==> config.mk <==
export PLATFORM = sky130hd
export DESIGN_NAME = way_pred_lookup_ctrl_flat
export DESIGN_NICKNAME = d
export VERILOG_FILES = /design/src/rtl/way_pred_lookup_if.sv /design/src/rtl/way_pred_lookup_ctrl.sv /design/src/flat_wrapper.sv
export SDC_FILE = /design/constraint.sdc
export NUM_CORES = 1
export LEC_CHECK = 0
export ABC_CLOCK_PERIOD_IN_PS = 2300
export BUFFER_PORTS_ARGS = -buffer_cell sky130_fd_sc_hd__buf_2
export CORE_MARGIN = 2
export CORE_UTILIZATION = 35
export CTS_CLUSTER_DIAMETER = 200
export CTS_CLUSTER_SIZE = 16
export DETAILED_ROUTE_END_ITERATION = 16
export HOLD_SLACK_MARGIN = 0.08
export REMOVE_ABC_BUFFERS = 1
export SYNTH_ARGS = -nofsm -noshare
export SYNTH_HDL_FRONTEND = slang
export SYNTH_SLANG_ARGS = --single-unit
==> constraint.sdc <==
create_clock -name clk -period 2.3 [get_ports clk]
set_input_delay 0 -clock clk [delete_from_list [all_inputs] [get_ports clk]]
set_output_delay 0 -clock clk [all_outputs]
set_load 0.02 [all_outputs]
==> src/rtl/way_pred_lookup_if.sv <==
// Request/response handshake between the L1 request pipeline and the
// way-predicted lookup controller.
interface way_pred_lookup_if #(
    parameter int INDEX_BITS = 6,
    parameter int TAG_BITS   = 20,
    parameter int WAY_BITS   = 2
);
    logic                  req_valid;
    logic                  req_ready;
    logic [INDEX_BITS-1:0] req_index;
    logic [TAG_BITS-1:0]   req_tag;
    logic                  resp_valid;
    logic                  resp_ready;
    logic                  resp_hit;
    logic [WAY_BITS-1:0]   resp_way;
    logic                  resp_pred_ok;

    modport master (
        output req_valid, req_index, req_tag, resp_ready,
        input  req_ready, resp_valid, resp_hit, resp_way, resp_pred_ok
    );

    modport slave (
        input  req_valid, req_index, req_tag, resp_ready,
        output req_ready, resp_valid, resp_hit, resp_way, resp_pred_ok
    );
endinterface

==> src/rtl/way_pred_lookup_ctrl.sv <==
// Lookup controller: probes the predicted way first, then the remaining ways
// in ascending order, and trains the predictor when the hit lands elsewhere.
module way_pred_lookup_ctrl #(
    parameter int NUM_SETS   = 64,
    parameter int NUM_WAYS   = 4,
    parameter int TAG_BITS   = 20,
    parameter int INDEX_BITS = $clog2(NUM_SETS),
    parameter int WAY_BITS   = (NUM_WAYS > 1) ? $clog2(NUM_WAYS) : 1,
    parameter int STAT_BITS  = 16
) (
    input  logic                  clk,
    input  logic                  rst_n,
    way_pred_lookup_if.slave      bus,
    output logic [INDEX_BITS-1:0] pred_index,
    input  logic [WAY_BITS-1:0]   pred_way,
    output logic                  pred_update_en,
    output logic [WAY_BITS-1:0]   pred_actual_way,
    output logic                  tag_rd_en,
    output logic [INDEX_BITS-1:0] tag_rd_index,
    output logic [WAY_BITS-1:0]   tag_rd_way,
    input  logic [TAG_BITS-1:0]   tag_rd_tag,
    input  logic                  tag_rd_valid,
    output logic [STAT_BITS-1:0]  stat_pred_hit,
    output logic [STAT_BITS-1:0]  stat_pred_miss,
    output logic [STAT_BITS-1:0]  stat_cache_miss
);
    typedef enum logic [1:0] {IDLE, PROBE, CHECK, RESP} state_t;

    state_t                state_q;
    logic [INDEX_BITS-1:0] idx_q;
    logic [TAG_BITS-1:0]   tag_q;
    logic [WAY_BITS-1:0]   pw_q;
    logic [WAY_BITS-1:0]   k_q;
    logic                  tag_rd_en_q;
    logic                  resp_valid_q;
    logic                  resp_hit_q;
    logic [WAY_BITS-1:0]   resp_way_q;
    logic                  resp_ok_q;
    logic [STAT_BITS-1:0]  pred_hit_q, pred_miss_q, cache_miss_q;

    logic [WAY_BITS-1:0]   probe_way;
    logic [WAY_BITS-1:0]   k_m1;
    logic [WAY_BITS-1:0]   pw_in;
    logic                  match;
    logic                  last_probe;

    function automatic logic [STAT_BITS-1:0] sat_inc(input logic [STAT_BITS-1:0] v);
        return (&v) ? v : v + STAT_BITS'(1);
    endfunction

    // An out-of-range prediction would never be probed; fold it onto way 0.
    assign pw_in      = (32'(pred_way) < NUM_WAYS) ? pred_way : '0;
    assign k_m1       = k_q - WAY_BITS'(1);
    assign match      = tag_rd_valid && (tag_rd_tag == tag_q);
    assign last_probe = (k_q == WAY_BITS'(NUM_WAYS - 1));

    // Probe k>=1 walks ways ascending, skipping the already-probed prediction.
    always_comb begin
        probe_way = pw_q;
        if (k_q != '0)
            probe_way = (k_m1 < pw_q) ? k_m1 : k_q;
    end

    assign bus.req_ready    = (state_q == IDLE);
    assign bus.resp_valid   = resp_valid_q;
    assign bus.resp_hit     = resp_hit_q;
    assign bus.resp_way     = resp_way_q;
    assign bus.resp_pred_ok = resp_ok_q;

    assign pred_index      = (state_q == IDLE) ? bus.req_index : idx_q;
    assign pred_update_en  = (state_q == CHECK) && match && (k_q != '0);
    assign pred_actual_way = pred_update_en ? probe_way : '0;

    assign tag_rd_en    = tag_rd_en_q;
    assign tag_rd_index = idx_q;
    assign tag_rd_way   = probe_way;

    assign stat_pred_hit   = pred_hit_q;
    assign stat_pred_miss  = pred_miss_q;
    assign stat_cache_miss = cache_miss_q;

    always_ff @(posedge clk or negedge rst_n) begin
        if (!rst_n) begin
            state_q      <= IDLE;
            idx_q        <= '0;
            tag_q        <= '0;
            pw_q         <= '0;
            k_q          <= '0;
            tag_rd_en_q  <= 1'b0;
            resp_valid_q <= 1'b0;
            resp_hit_q   <= 1'b0;
            resp_way_q   <= '0;
            resp_ok_q    <= 1'b0;
            pred_hit_q   <= '0;
            pred_miss_q  <= '0;
            cache_miss_q <= '0;
        end else begin
            case (state_q)
                IDLE: begin
                    if (bus.req_valid) begin
                        idx_q       <= bus.req_index;
                        tag_q       <= bus.req_tag;
                        pw_q        <= pw_in;
                        k_q         <= '0;
                        tag_rd_en_q <= 1'b1;
                        state_q     <= PROBE;
                    end
                end
                PROBE: begin
                    tag_rd_en_q <= 1'b0;
                    state_q     <= CHECK;
                end
                CHECK: begin
                    if (match) begin
                        resp_valid_q <= 1'b1;
                        resp_hit_q   <= 1'b1;
                        resp_way_q   <= probe_way;
                        resp_ok_q    <= (k_q == '0);
                        if (k_q == '0) pred_hit_q  <= sat_inc(pred_hit_q);
                        else           pred_miss_q <= sat_inc(pred_miss_q);
                        state_q      <= RESP;
                    end else if (last_probe) begin
                        resp_valid_q <= 1'b1;
                        resp_hit_q   <= 1'b0;
                        resp_way_q   <= '0;
                        resp_ok_q    <= 1'b0;
                        cache_miss_q <= sat_inc(cache_miss_q);
                        state_q      <= RESP;
                    end else begin
                        k_q         <= k_q + WAY_BITS'(1);
                        tag_rd_en_q <= 1'b1;
                        state_q     <= PROBE;
                    end
                end
                RESP: begin
                    if (bus.resp_ready) begin
                        resp_valid_q <= 1'b0;
                        resp_hit_q   <= 1'b0;
                        resp_way_q   <= '0;
                        resp_ok_q    <= 1'b0;
                        state_q      <= IDLE;
                    end
                end
                default: state_q <= IDLE;
            endcase
        end
    end
endmodule

==> src/flat_wrapper.sv <==
// flat-port wrapper written by rule: the top's interface ports become plain ports
module way_pred_lookup_ctrl_flat 
#(
    parameter int NUM_SETS   = 64,
    parameter int NUM_WAYS   = 4,
    parameter int TAG_BITS   = 20,
    parameter int INDEX_BITS = $clog2(NUM_SETS),
    parameter int WAY_BITS   = (NUM_WAYS > 1) ? $clog2(NUM_WAYS) : 1,
    parameter int STAT_BITS  = 16
)
  (clk, rst_n, pred_index, pred_way, pred_update_en, pred_actual_way, tag_rd_en, tag_rd_index, tag_rd_way, tag_rd_tag, tag_rd_valid, stat_pred_hit, stat_pred_miss, stat_cache_miss, bus_req_valid, bus_req_index, bus_req_tag, bus_resp_ready, bus_req_ready, bus_resp_valid, bus_resp_hit, bus_resp_way, bus_resp_pred_ok);
  way_pred_lookup_if #(.INDEX_BITS(INDEX_BITS), .TAG_BITS(TAG_BITS), .WAY_BITS(WAY_BITS)) bus_i ();
  input  logic clk;
  input  logic rst_n;
  output logic [INDEX_BITS-1:0] pred_index;
  input  logic [WAY_BITS-1:0] pred_way;
  output logic pred_update_en;
  output logic [WAY_BITS-1:0] pred_actual_way;
  output logic tag_rd_en;
  output logic [INDEX_BITS-1:0] tag_rd_index;
  output logic [WAY_BITS-1:0] tag_rd_way;
  input  logic [TAG_BITS-1:0] tag_rd_tag;
  input  logic tag_rd_valid;
  output logic [STAT_BITS-1:0] stat_pred_hit;
  output logic [STAT_BITS-1:0] stat_pred_miss;
  output logic [STAT_BITS-1:0] stat_cache_miss;
  input wire logic [$bits(bus_i.req_valid)-1:0] bus_req_valid;
  input wire logic [$bits(bus_i.req_index)-1:0] bus_req_index;
  input wire logic [$bits(bus_i.req_tag)-1:0] bus_req_tag;
  input wire logic [$bits(bus_i.resp_ready)-1:0] bus_resp_ready;
  output wire logic [$bits(bus_i.req_ready)-1:0] bus_req_ready;
  output wire logic [$bits(bus_i.resp_valid)-1:0] bus_resp_valid;
  output wire logic [$bits(bus_i.resp_hit)-1:0] bus_resp_hit;
  output wire logic [$bits(bus_i.resp_way)-1:0] bus_resp_way;
  output wire logic [$bits(bus_i.resp_pred_ok)-1:0] bus_resp_pred_ok;
  assign bus_i.req_valid = bus_req_valid;
  assign bus_i.req_index = bus_req_index;
  assign bus_i.req_tag = bus_req_tag;
  assign bus_i.resp_ready = bus_resp_ready;
  assign bus_req_ready = bus_i.req_ready;
  assign bus_resp_valid = bus_i.resp_valid;
  assign bus_resp_hit = bus_i.resp_hit;
  assign bus_resp_way = bus_i.resp_way;
  assign bus_resp_pred_ok = bus_i.resp_pred_ok;
  way_pred_lookup_ctrl #(.NUM_SETS(NUM_SETS), .NUM_WAYS(NUM_WAYS), .TAG_BITS(TAG_BITS), .INDEX_BITS(INDEX_BITS), .WAY_BITS(WAY_BITS), .STAT_BITS(STAT_BITS)) u_core (.clk(clk), .rst_n(rst_n), .bus(bus_i), .pred_index(pred_index), .pred_way(pred_way), .pred_update_en(pred_update_en), .pred_actual_way(pred_actual_way), .tag_rd_en(tag_rd_en), .tag_rd_index(tag_rd_index), .tag_rd_way(tag_rd_way), .tag_rd_tag(tag_rd_tag), .tag_rd_valid(tag_rd_valid), .stat_pred_hit(stat_pred_hit), .stat_pred_miss(stat_pred_miss), .stat_cache_miss(stat_cache_miss));
endmodule
**After elaboration in Yosys (flattened, before gate mapping)**

Index checks and enable logic that the tools add are counted.

- Register bits: 86
- Word-level logic and storage cells: 83

- $add $sub $neg: 5
- Bitwise operators: 5
- Multiplexer cells: 29
- Magnitude comparators: 1
- Equal/unequal tests: 10
- Reduce and logical (&&, ||, !) cells: 20

Operators by type and width:

| cell | number |
|---|---|
| $add A16 B1 Y16 const B | 3 |
| $reduce_and A16 Y1 | 3 |
| $mux W2 | 12 |
| $eq A20 B20 Y1 | 1 |
| $reduce_and A4 Y1 | 5 |
| $mux W1 | 9 |
| $ne A2 B2 Y1 const B | 4 |
| $pmux W2 S2 | 2 |
| $pmux W2 S4 | 1 |
| $eq A2 B2 Y1 const B | 3 |
| $mux W6 | 1 |
| $pmux W1 S2 | 3 |
| $reduce_bool A2 Y1 | 3 |
| $not A1 Y1 | 5 |
| $logic_not A2 Y1 | 2 |
| $reduce_and A2 Y1 | 2 |
| $logic_and A1 B1 Y1 | 3 |
| $ne A3 B1 Y1 const B | 1 |
| $pmux W1 S3 | 1 |
| $reduce_and A3 Y1 | 1 |
| $reduce_bool A3 Y1 | 1 |
| $add A2 B1 Y2 const B | 1 |
| $eq A2 B1 Y1 const B | 1 |
| $lt A2 B2 Y1 | 1 |
| $sub A2 B1 Y2 const B | 1 |

**Logic depth before layout (Yosys ltp)**

Gate-level depths: netlist (run 1).

- Depth in word-level cells: 6
- Gate-level depth with buffers: 9
- Mapped depth without buffers: 9

**Least setup slack after synthesis (run 1)**

No wires, ideal clock.

- Kind: register -> register
- From: register u_core.k_q[0]
- To: register u_core.resp_way_q[0], in the netlist u_core.bus.resp_way[0]
- Arrival: 2164 ps
- Path buffers: 0
- Clock period less this slack: 2232 ps
- Path slack: 68 ps
- Setup time: 68 ps
- Stages on the path, launching flop included: 10
- Path through: dfrtp_1 > inv_1 > ha_1 > inv_1 > ha_1 > nor2b_1 > o21ai_0 > o31a_1 > o21ai_0 > a22o_1

- Longest elaborated chain between the ends: 6
- Elaborated cells on any way between the ends: 10
- Those cells by class: 1 x add/sub; 1 x order compare; 2 x eq/ne; 4 x mux; 2 x reduce/logical

RTL lines:

| what | RTL line | text |
|---|---|---|
| start: declaration | way_pred_lookup_ctrl.sv:33 | `logic [WAY_BITS-1:0] k_q;` |
| start signal: assignment | way_pred_lookup_ctrl.sv:130 | `k_q <= k_q + WAY_BITS'(1);` |
| $sub A2 B1 Y2 | way_pred_lookup_ctrl.sv:53 | `assign k_m1 = k_q - WAY_BITS'(1);` |
| $lt A2 B2 Y1 | way_pred_lookup_ctrl.sv:61 | `probe_way = (k_m1 < pw_q) ? k_m1 : k_q;` |
| $mux W2 | way_pred_lookup_ctrl.sv:61 |  |
| $mux W2 * | way_pred_lookup_ctrl.sv:60 | `if (k_q != '0)` |
| net tag_rd_way[0] | flat_wrapper.sv:21 | `output logic [WAY_BITS-1:0] tag_rd_way;` |
| $mux W2 * | way_pred_lookup_ctrl.sv:114 | `if (match) begin` |
| $pmux W2 S2 * | way_pred_lookup_ctrl.sv:98 | `case (state_q)` |
| end signal: assignment | way_pred_lookup_ctrl.sv:117 | `resp_way_q <= probe_way;` |
| end: declaration | way_pred_lookup_ctrl.sv:37 | `logic [WAY_BITS-1:0] resp_way_q;` |

The timed path passes the listed nets; every way through them passes the cells marked *.
A chain may end at the register's enable or synchronous reset.

**Worst setup path in the final report (run 1)**

- From: register u_core.tag_q[0]
- To: register u_core.cache_miss_q[3], in the netlist u_core.stat_cache_miss[3]

- Longest elaborated chain between the ends: 4

RTL lines:

| what | RTL line | text |
|---|---|---|
| start: declaration | way_pred_lookup_ctrl.sv:31 | `logic [TAG_BITS-1:0] tag_q;` |
| start signal: assignment | way_pred_lookup_ctrl.sv:102 | `tag_q <= bus.req_tag;` |
| $eq A20 B20 Y1 | way_pred_lookup_ctrl.sv:54 | `assign match = tag_rd_valid && (tag_rd_tag == tag_q);` |
| $logic_and A1 B1 Y1 | way_pred_lookup_ctrl.sv:54 |  |
| $not A1 Y1 (no source line) | n/a |  |
| $reduce_and A4 Y1 (no source line) | n/a |  |
| end signal: assignment | way_pred_lookup_ctrl.sv:127 | `cache_miss_q <= sat_inc(cache_miss_q);` |
| end: declaration | way_pred_lookup_ctrl.sv:39 | `logic [STAT_BITS-1:0] pred_hit_q, pred_miss_q, cache_miss_q;` |

Every way passes these cells.

==> results of run 1 <==
==> worst register-to-register path, stage by stage (launching register included) <==
cell and delay, ns:
sky130_fd_sc_hd__dfrtp_1 0.39, sky130_fd_sc_hd__xor2_1 0.18, sky130_fd_sc_hd__nor4_2 0.08, sky130_fd_sc_hd__and3_4 0.19, sky130_fd_sc_hd__and3_4 0.19, sky130_fd_sc_hd__buf_4 0.14, sky130_fd_sc_hd__bufbuf_16 0.29, sky130_fd_sc_hd__or4_4 0.55
sky130_fd_sc_hd__xnor2_2 0.14
==> final timing paths <==
check	start	to	slack, ns	cells past startpoint
worst min register to register	u_core.stat_pred_hit[11]$_DFFE_PN0P_	u_core.stat_pred_hit[11]$_DFFE_PN0P_	0.49	1
max in group asynchronous	rst_n	u_core.stat_pred_miss[1]$_DFFE_PN0P_	1.43	3
worst min-delay path	bus_req_valid	u_core.k_q[0]$_DFFE_PN0P_	0.14	4
worst max-delay path	u_core.tag_q[0]$_DFFE_PN0P_	u_core.stat_cache_miss[3]$_DFFE_PN0P_	0.04	8
worst max register to register	u_core.tag_q[0]$_DFFE_PN0P_	u_core.stat_cache_miss[3]$_DFFE_PN0P_	0.04	8
min in group asynchronous	rst_n	u_core.stat_cache_miss[10]$_DFFE_PN0P_	0.23	2
==> what timing repair did <==
item | in CTS | in global routing
pin swaps | 2 | 10
gates resized for setup | 10 | 7
hold buffers | 31 | 0
buffers inserted | 3 | 5
setup endpoints to repair | 5 | 6
hold endpoints to repair | 77 | 0
cloned | 1 | 0
==> power groups by stage <==
| stage | clock, uW | sequential [uW] | combinational [uW] |
|---|---|---|---|
| floorplan | 0 | 2440 | 1330 |
| global placement | 0 | 2260 | 2220 |
| detailed placement | 0 | 2270 | 2270 |
| CTS | 1530 | 2240 | 2410 |
| global route | 1610 | 2310 | 2750 |
| finish | 1480 | 2250 | 2500 |
==> final cells by class <==
type | count | area, um2 | share of cell area (%)
clock buffers | 12 | 256 | 4.25
inverters | 13 | 48.8 | 0.808
repair buffers | 180 | 1190 | 19.7
well taps | 168 | 210 | 3.48
flip-flops and latches | 86 | 2150 | 35.6
clock inverters | 4 | 45.0 | 0.746
multi-input cells | 278 | 2140 | 35.4
==> layer usage <==
layer / routed length [um] / up-vias / global-route usage, %
li1: - / 1734 / -
met1: 4920 / 1724 / 22.7
met2: 4990 / 104 / 26.0
met3: 592 / 9 / 4.13
met4: 131 / 0 / 6.11
met5: 0 / - / 0
==> synth_stat cells (3+ instances only) <==
master                     n  area, um2
sky130_fd_sc_hd__dfrtp_1  86       2150
sky130_fd_sc_hd__mux2_2   36        405
sky130_fd_sc_hd__nand2_1  31        116
sky130_fd_sc_hd__xnor2_1  31        272
sky130_fd_sc_hd__xor2_1   31        272
sky130_fd_sc_hd__nand3_1  22        110
sky130_fd_sc_hd__nand4_1  16        100
sky130_fd_sc_hd__nor2_1   16       60.1
sky130_fd_sc_hd__inv_1    13       48.8
sky130_fd_sc_hd__nor3_1   13       65.1
sky130_fd_sc_hd__and3_1   11       68.8
sky130_fd_sc_hd__o21ai_0  10       50.1
sky130_fd_sc_hd__buf_2     7       35.0
sky130_fd_sc_hd__ha_1      6       75.1
sky130_fd_sc_hd__nor4_2    5       62.6
sky130_fd_sc_hd__a21oi_1   4       20.0
sky130_fd_sc_hd__a22o_1    4       35.0
sky130_fd_sc_hd__and2_1    3       18.8
sky130_fd_sc_hd__and4_1    3       26.3
sky130_fd_sc_hd__nor2b_1   3       18.8
sky130_fd_sc_hd__nor3_2    3       30.0
sky130_fd_sc_hd__nor4_1    3       18.8
==> registers in the layout, summed over array words and instances (netlist names), 2 cells and up <==
register,flops
u_core.bus.resp_way,2
u_core.stat_pred_miss,16
u_core.tag_rd_index,6
u_core.tag_q,20
u_core.state_q,2
u_core.stat_cache_miss,16
u_core.pw_q,2
u_core.stat_pred_hit,16
u_core.k_q,2
==> stage by stage <==
stage,instances,utilization (%),instance area [um2]
after floorplan,377,-,4280
after global placement,685,43.5,5270
after detailed placement,685,43.5,5270
after CTS,736,49.2,5960
after global routing,741,49.9,6040
final,741,49.9,6040
==> kinds of logic after synthesis <==
family,Yosys count,share of synthesized area [%]
xor+xnor,63,12.8
flops,86,49.2
compound gates,27,4.09
simple gates,144,19.1
mux,38,9.95
fa+ha+maj,6,1.72
buf+inv,26,3.20
==> results.toml, run 1 <==
[grt]
groute.usage.overall_pct = 16.7
grt_first_pass_wirelength_mm = 17.3
antenna_found_initial = 0
grt_start_max_net_pins = 48
grt_pass1_vias = 3540
grt-ovfl-total = 0

[sta]
setup_tns_ns = 0
final_period_minus_worst_setup_slack_ns = 2.26
clock_skew_ns = 0.00620
layout_worst_path_cycle_share_pct = 98.2
layout_setup_ws_ns = 0.0417
finalHoldViolCount = 0
finalMaxSlewViolations = 0
max_clock_freq_mhz = 443
worstMarginPinSlew_ns = 0.636
grt_setup_unrepaired = "true"
finalSetupViolations = 0
timing.hold.ws_ns = 0.139
timing.slew.headroom_pct = 57.6

[setup_path]
path_common_cell = "sky130_fd_sc_hd__and3_4"
worst_path_max_delay_cell = "sky130_fd_sc_hd__or4_4"
path_cells = "xor2_1 -> nor4_2 -> and3_4 -> and3_4 -> buf_4 -> bufbuf_16 -> or4_4 -> xnor2_2"
critPathLaunchType = "flip-flop"
worst_ep_required_time_ns = 2.53
setup.worst_path.end_class = "flip-flop"
critical-path-max-stage-delay_ns = 0.55
critPathMaxFanout = 18
worst-path-buf-inv = 2
worstSetupPathType = "flip-flop to flip-flop"
critical_path_arrival_ns = 2.48
path_delay_family = "simple AND/OR/NAND/NOR gates"

[clock_tree]
clock_insertion_delay_at_the_later_pin_of_the_skew_report_ns = 0.34
tritoncts = "built"
clock_sink_count = 86
h-tree-depth = 3
numCtsBuffers = 9
cts_root_buffer = "sky130_fd_sc_hd__clkbuf_16"
cts_buffer_depth = 2
cts.reportedPaths.clkPinSlew_ns = 0.06

[power_and_ir_drop]
p_clk_share_pct = 23.7
comb_power_share_pct = 40.2
pd_cells_nw_per_um2 = 1030
power.switching_fraction_pct = 36.2
power.leakage_uw = 0.00286
p_total_uw = 6230
power_frac_seq_pct = 36.1
vdd_ir_drop_max_mv = 0.694
netSwitchingPower_uw = 2260
cell_internal_pwr_uw = 3980

[die]
horizontal_die_dimension_um = 116
start_util_pct = 36.1
number_of_primary_i_o_pins = 125
fp.dieH_um = 116
die-area_um2 = 13400
rows = 40
coreArea_um2 = 12100

[synth]
synthesis.instances = 390
syn_area_um2 = 4370
synth.yosys.seq_area_share_pct = 49.2
synth-warning-count = 0
ys_ff_latch = 86
synthArstFlopShare_pct = 100
ys_flop_type = "sky130_fd_sc_hd__dfrtp_1"
avgSynthCellArea_um2 = 11.2
synth_cell_type_count = 47
edff_count_synth = 0

[final_layout]
final_layout_size_suffix_gt1_share_pct = 40.0
antenna_cells_inserted = 0
most-common-layout-cells = "sky130_fd_sc_hd__buf_2, sky130_fd_sc_hd__dfrtp_1, sky130_fd_sc_hd__mux2_2"
fillerInstances = 1162
layout_commonest_cell = "sky130_fd_sc_hd__buf_2"
final_nets = 627
area_growth_pct = 38.0

[routing]
detailroute.via_count = 3571
detail_route.drc_violations = 0
routed_via_density = 4.82
routed_wire_length_per_instance_um = 14.3
initialDrtViolationCount = 228
postRouteAntennaNets = 0
firstDrtPassIters = 4
totalWireLength_mm = 10.6

[placement]
place_ws_ns = 0.0111
hpwl_mm = 7.39
finalWeightedCongestion = 0.761
port-buffer-count = 124

[run]
cap_viol_max_count = 0

[worst_hold_path]
min_path_type = "input pin to flip-flop"

[status]
run_status = "complete, no violations"
Power figures use the tool's default switching activity.
==> run 2: changes to the inputs <==
Settings changed: CTS_BUF_LIST set to sky130_fd_sc_hd__clkbuf_2 sky130_fd_sc_hd__clkbuf_4 sky130_fd_sc_hd__clkbuf_8.
==> results.toml, run 2 (synthesized netlist as in run 1, its figures left out) <==
[setup_path]
setup.worst_path.end_class = "flip-flop"
critPathMaxFanout = 18
worst-path-buf-inv = 2
critical_path_arrival_ns = 2.53
worst_ep_required_time_ns = 2.56
r2r_cells = 8
path_common_cell = "sky130_fd_sc_hd__and3_4"
critPathLaunchType = "flip-flop"
worst_path_max_delay_cell = "sky130_fd_sc_hd__or4_4"
path_delay_family = "simple AND/OR/NAND/NOR gates"
critical-path-max-stage-delay_ns = 0.55
worstSetupPathType = "flip-flop to flip-flop"
path_cells = "xor2_1 -> nor4_2 -> and3_4 -> and3_4 -> buf_4 -> bufbuf_16 -> or4_4 -> xnor2_2"
cell_count_along_the_critical_path = 8

[clock_tree]
numCtsBuffers = 9
tritoncts = "built"
clock_insertion_delay_at_the_later_pin_of_the_skew_report_ns = 0.37
cts_root_buffer = "sky130_fd_sc_hd__clkbuf_8"
clock_sink_count = 86
cts.reportedPaths.clkPinSlew_ns = 0.09
h-tree-depth = 3
cts_buffer_depth = 2

[power_and_ir_drop]
vdd_ir_drop_max_mv = 0.630
p_total_uw = 5940
p_clk_share_pct = 18.9
netSwitchingPower_uw = 2240
comb_power_share_pct = 43.3
power.switching_fraction_pct = 37.7
pd_cells_nw_per_um2 = 995
cell_internal_pwr_uw = 3700
power_frac_seq_pct = 37.8
power.leakage_uw = 0.00282

[routing]
postRouteAntennaNets = 0
totalWireLength_mm = 10.6
routed_via_density = 4.79
firstDrtPassIters = 4
detailroute.via_count = 3552
detail_route.drc_violations = 0
routed_wire_length_per_instance_um = 14.3
initialDrtViolationCount = 223

[placement]
finalWeightedCongestion = 0.761
hpwl_mm = 7.39
place_ws_ns = 0.0111
port-buffer-count = 124

[final_layout]
largest_reg_flops = 20
antenna_cells_inserted = 0
final_core_utilization_pct = 49.3
final_nets = 628
most-common-layout-cells = "sky130_fd_sc_hd__buf_2, sky130_fd_sc_hd__dfrtp_1, sky130_fd_sc_hd__mux2_2"
largest_register = "u_core.tag_q"
final_layout_size_suffix_gt1_share_pct = 40.4
layout_commonest_cell = "sky130_fd_sc_hd__buf_2"
area_growth_pct = 36.6

[sta]
final_period_minus_worst_setup_slack_ns = 2.27
clock_skew_ns = 0.0102
finalSetupViolations = 0
grt_setup_unrepaired = "true"
timing.slew.headroom_pct = 58.0
finalHoldViolCount = 0
finalMaxSlewViolations = 0
layout_worst_path_cycle_share_pct = 98.6
setup_tns_ns = 0
layout_setup_ws_ns = 0.0320
max_clock_freq_mhz = 441
worstMarginPinSlew_ns = 0.630

[worst_hold_path]
min_path_type = "input pin to async pin"

[die]
number_of_primary_i_o_pins = 125
rows = 40
fp.dieH_um = 116
start_util_pct = 36.1
horizontal_die_dimension_um = 116
coreArea_um2 = 12100
die-area_um2 = 13400

[grt]
grt_first_pass_wirelength_mm = 17.2
grt-ovfl-total = 0
grt_start_max_net_pins = 48
grt_pass1_vias = 3514
groute.usage.overall_pct = 16.6
antenna_found_initial = 0

[status]
run_status = "complete, no violations"

[run]
cap_viol_max_count = 0
## run 2: final timing paths
kind | from | slack [ns] | to
setup / recovery | u_core.tag_q[0]$_DFFE_PN0P_ | 0.03 | u_core.stat_cache_miss[3]$_DFFE_PN0P_
hold reg to reg | u_core.stat_cache_miss[6]$_DFFE_PN0P_ | 0.49 | u_core.stat_cache_miss[6]$_DFFE_PN0P_
max in group asynchronous | rst_n | 1.46 | u_core.stat_pred_miss[2]$_DFFE_PN0P_
setup reg to reg | u_core.tag_q[0]$_DFFE_PN0P_ | 0.03 | u_core.stat_cache_miss[3]$_DFFE_PN0P_
hold / removal | rst_n | 0.19 | u_core.stat_cache_miss[6]$_DFFE_PN0P_
min in group clk | tag_rd_valid | 0.19 | u_core.k_q[1]$_DFFE_PN0P_
## run 2: layout make-up
type / count / area (um2)
well taps: 168 / 210
inverters: 13 / 48.8
fillers: 1162 / 6140
multi-input cells: 278 / 2150
clock inverters: 4 / 45.0
repair buffers: 181 / 1200
flip-flops and latches: 86 / 2150
clock buffers: 12 / 159
## run 2: layer usage
metal / track usage (%) / vias to the layer above / part of all wire [%]
met4: 4.44 / 0 / 0.96
li1: - / 1729 / -
met1: 22.5 / 1720 / 47
met2: 25.8 / 95 / 47
met3: 5.23 / 8 / 5.8
met5: 0 / - / 0
## run 2: repair_timing
action,in CTS,in global routing
setup endpoints to repair,6,6
cloned,1,0
hold endpoints to repair,78,0
hold buffers,32,0
pin swaps,2,12
setup buffers,3,5
gates resized for setup,11,10
## run 2: metrics by stage
step	cells	hold WS [ns]	cell area (um2)
final	742	0.187	5970
after global routing	742	0.190	5970
after CTS	737	0.173	5880
after detailed placement	685	0.0672	5270
after global placement	685	0.0608	5270
after floorplan	377	-0.296	4280
## run 2: worst register-to-register path, delay by kind of cell, from the launching register on
| family | cells | cell delay [ns] |
|---|---|---|
| flip-flops | 1 | 0.40 |
| AND/OR/NAND/NOR | 4 | 1.01 |
| XOR/XNOR | 2 | 0.33 |
| buffers and inverters | 2 | 0.42 |
## run 2: power by group through the flow
stage               Sequential, uW  Clock, uW  Combinational [uW]
detailed placement            2270          0                2270
CTS                           2240       1160                2430
floorplan                     2440          0                1330
global placement              2260          0                2220
finish                        2250       1120                2570
global route                  2310       1230                2820
==> run 3: changes to the inputs <==
Settings changed: CORE_MARGIN 2 to 3, RECOVER_POWER set to 50.
==> results.toml, run 3 (synthesized netlist as in run 1, its figures left out) <==
[grt]
antenna_found_initial = 0
grt-ovfl-total = 0
grt_start_max_net_pins = 47
grt_first_pass_wirelength_mm = 17.7
grt_pass1_vias = 3622
groute.usage.overall_pct = 15.7

[final_layout]
largest_reg_flops = 20
final_nets = 634
layout_commonest_cell = "sky130_fd_sc_hd__dfrtp_1"
final_core_utilization_pct = 49.3
area_growth_pct = 36.5
final_layout_size_suffix_gt1_share_pct = 35.2
largest_register = "u_core.tag_q"
most-common-layout-cells = "sky130_fd_sc_hd__dfrtp_1, sky130_fd_sc_hd__buf_2, sky130_fd_sc_hd__mux2_2"
stdcell_area_um2 = 5970
antenna_cells_inserted = 0

[sta]
finalHoldViolCount = 0
final_period_minus_worst_setup_slack_ns = 2.20
max_clock_freq_mhz = 454
timing.slew.headroom_pct = 29.9
layout_worst_path_cycle_share_pct = 95.8
finalMaxSlewViolations = 0
worstMarginPinSlew_ns = 1.05
timing.hold.ws_ns = 0.210
finalSetupViolations = 0
clock_skew_ns = 0.0151

[die]
fp.dieH_um = 118
die-area_um2 = 13900
start_util_pct = 36.1
rows = 40
coreArea_um2 = 12100
number_of_primary_i_o_pins = 125
horizontal_die_dimension_um = 118

[placement]
finalWeightedCongestion = 0.761
hpwl_mm = 7.63
port-buffer-count = 124
postPlaceCellArea_um2 = 5290

[setup_path]
worst_setup_path_startpoint = "u_core.k_q[1]$_DFFE_PN0P_"
critPathMaxFanout = 3
r2r_start = "u_core.stat_pred_hit[0]$_DFFE_PN0P_"
critPathLaunchType = "flip-flop"
critical_path_arrival_ns = 2.20
setup.worst_path.end_class = "output port"
worstSetupPathType = "flip-flop to output port"
worst_ep_required_time_ns = 2.30

[power_and_ir_drop]
pd_cells_nw_per_um2 = 974
power.leakage_uw = 0.00279
vdd_ir_drop_max_mv = 0.523

[routing]
detail_route.drc_violations = 0
routed_wire_length_per_instance_um = 14.4
initialDrtViolationCount = 171
firstDrtPassIters = 4
totalWireLength_mm = 10.8
postRouteAntennaNets = 0
detailroute.via_count = 3589
routed_via_density = 4.80

[clock_tree]
cts_root_buffer = "sky130_fd_sc_hd__clkbuf_8"
tritoncts = "built"
clock_sink_count = 86
clock_insertion_delay_at_the_later_pin_of_the_skew_report_ns = 0.37
cts_buffer_depth = 2
numCtsBuffers = 9
cts.reportedPaths.clkPinSlew_ns = 0.09
h-tree-depth = 3

[run]
cap_viol_max_count = 0

[worst_hold_path]
min-delay-start = "tag_rd_valid"
min_path_type = "input pin to flip-flop"

[status]
run_status = "complete, no violations"
==> run 3: cell types whose count changed in the layout (fill, tap and decap cells not counted), moves of 2 or more <==
cell / delta
sky130_fd_sc_hd__nor3_4: +4
sky130_fd_sc_hd__buf_4: +6
sky130_fd_sc_hd__clkbuf_1: +35
sky130_fd_sc_hd__clkbuf_8: +3
sky130_fd_sc_hd__clkinv_2: -2
sky130_fd_sc_hd__buf_12: -2
sky130_fd_sc_hd__nor3_1: -4
sky130_fd_sc_hd__buf_2: -35
==> run 3: worst paths after layout <==
kind                                                          to  slack (ns)  cells after the start
max                                                tag_rd_way[1]         0.1                      8
min reg2reg                      u_core.bus.resp_hit$_DFFE_PN0P_        0.48                      1
max in group asynchronous   u_core.stat_pred_miss[1]$_DFFE_PN0P_        0.67                      3
min in group asynchronous  u_core.stat_cache_miss[6]$_DFFE_PN0P_        0.34                      2
max reg2reg                  u_core.stat_pred_hit[1]$_DFFE_PN0P_        0.13                      7
min                                    u_core.k_q[1]$_DFFE_PN0P_        0.21                      4
==> run 3: timing repair <==
item / in CTS / in global routing
setup buffers: 5 / 5
gates cloned: 0 / 1
endpoints found under the setup margin: 5 / 19
resized for setup: 11 / 20
pin swaps: 1 / 12
hold endpoints to repair: 109 / 0
hold buffers: 32 / 0
==> run 3: stage by stage <==
stage | total power [uW] | worst slack (ns) | std cells | TNS [ns]
after global placement | 4500 | -0.0229 | 691 | -0.0229
after floorplan | 3760 | -0.169 | 377 | -3.76
after CTS | 5780 | -0.0113 | 744 | -0.0113
after global routing | 6200 | -0.00738 | 748 | -0.0105
after detailed placement | 4570 | 0.0307 | 691 | 0
final | 5820 | 0.0976 | 748 | 0
==> run 3: power by group <==
| part | switching (uW) | internal [uW] |
|---|---|---|
| Clock | 549 | 540 |
| Sequential | 334 | 1910 |
| Combinational | 1330 | 1160 |
| Total | 2210 | 3610 |
==> run 3: layer usage <==
metal	track usage, %	wire length [um]
met2	24.6	5010
met5	0	0
met1	21.0	5120
met3	3.99	505
met4	5.71	171
==> run 3: layout make-up <==
class | instances | area [um2]
Sequential cell | 86 | 2150
Timing Repair Buffer | 187 | 1170
Tap cell | 168 | 210
Multi-Input combinational cell | 278 | 2180
Clock inverter | 2 | 12.5
Fill cell | 1144 | 6140
Clock buffer | 14 | 193
Inverter | 13 | 48.8
==> run 3: critical path: stages, from the launching register on <==
cell                      delay (ns)
sky130_fd_sc_hd__dfrtp_1        0.39
sky130_fd_sc_hd__inv_2          0.07
sky130_fd_sc_hd__ha_4           0.28
sky130_fd_sc_hd__inv_1          0.04
sky130_fd_sc_hd__ha_1           0.30
sky130_fd_sc_hd__a21oi_1        0.20
sky130_fd_sc_hd__o21ai_1        0.13
sky130_fd_sc_hd__o21ai_1        0.24
sky130_fd_sc_hd__buf_4          0.19
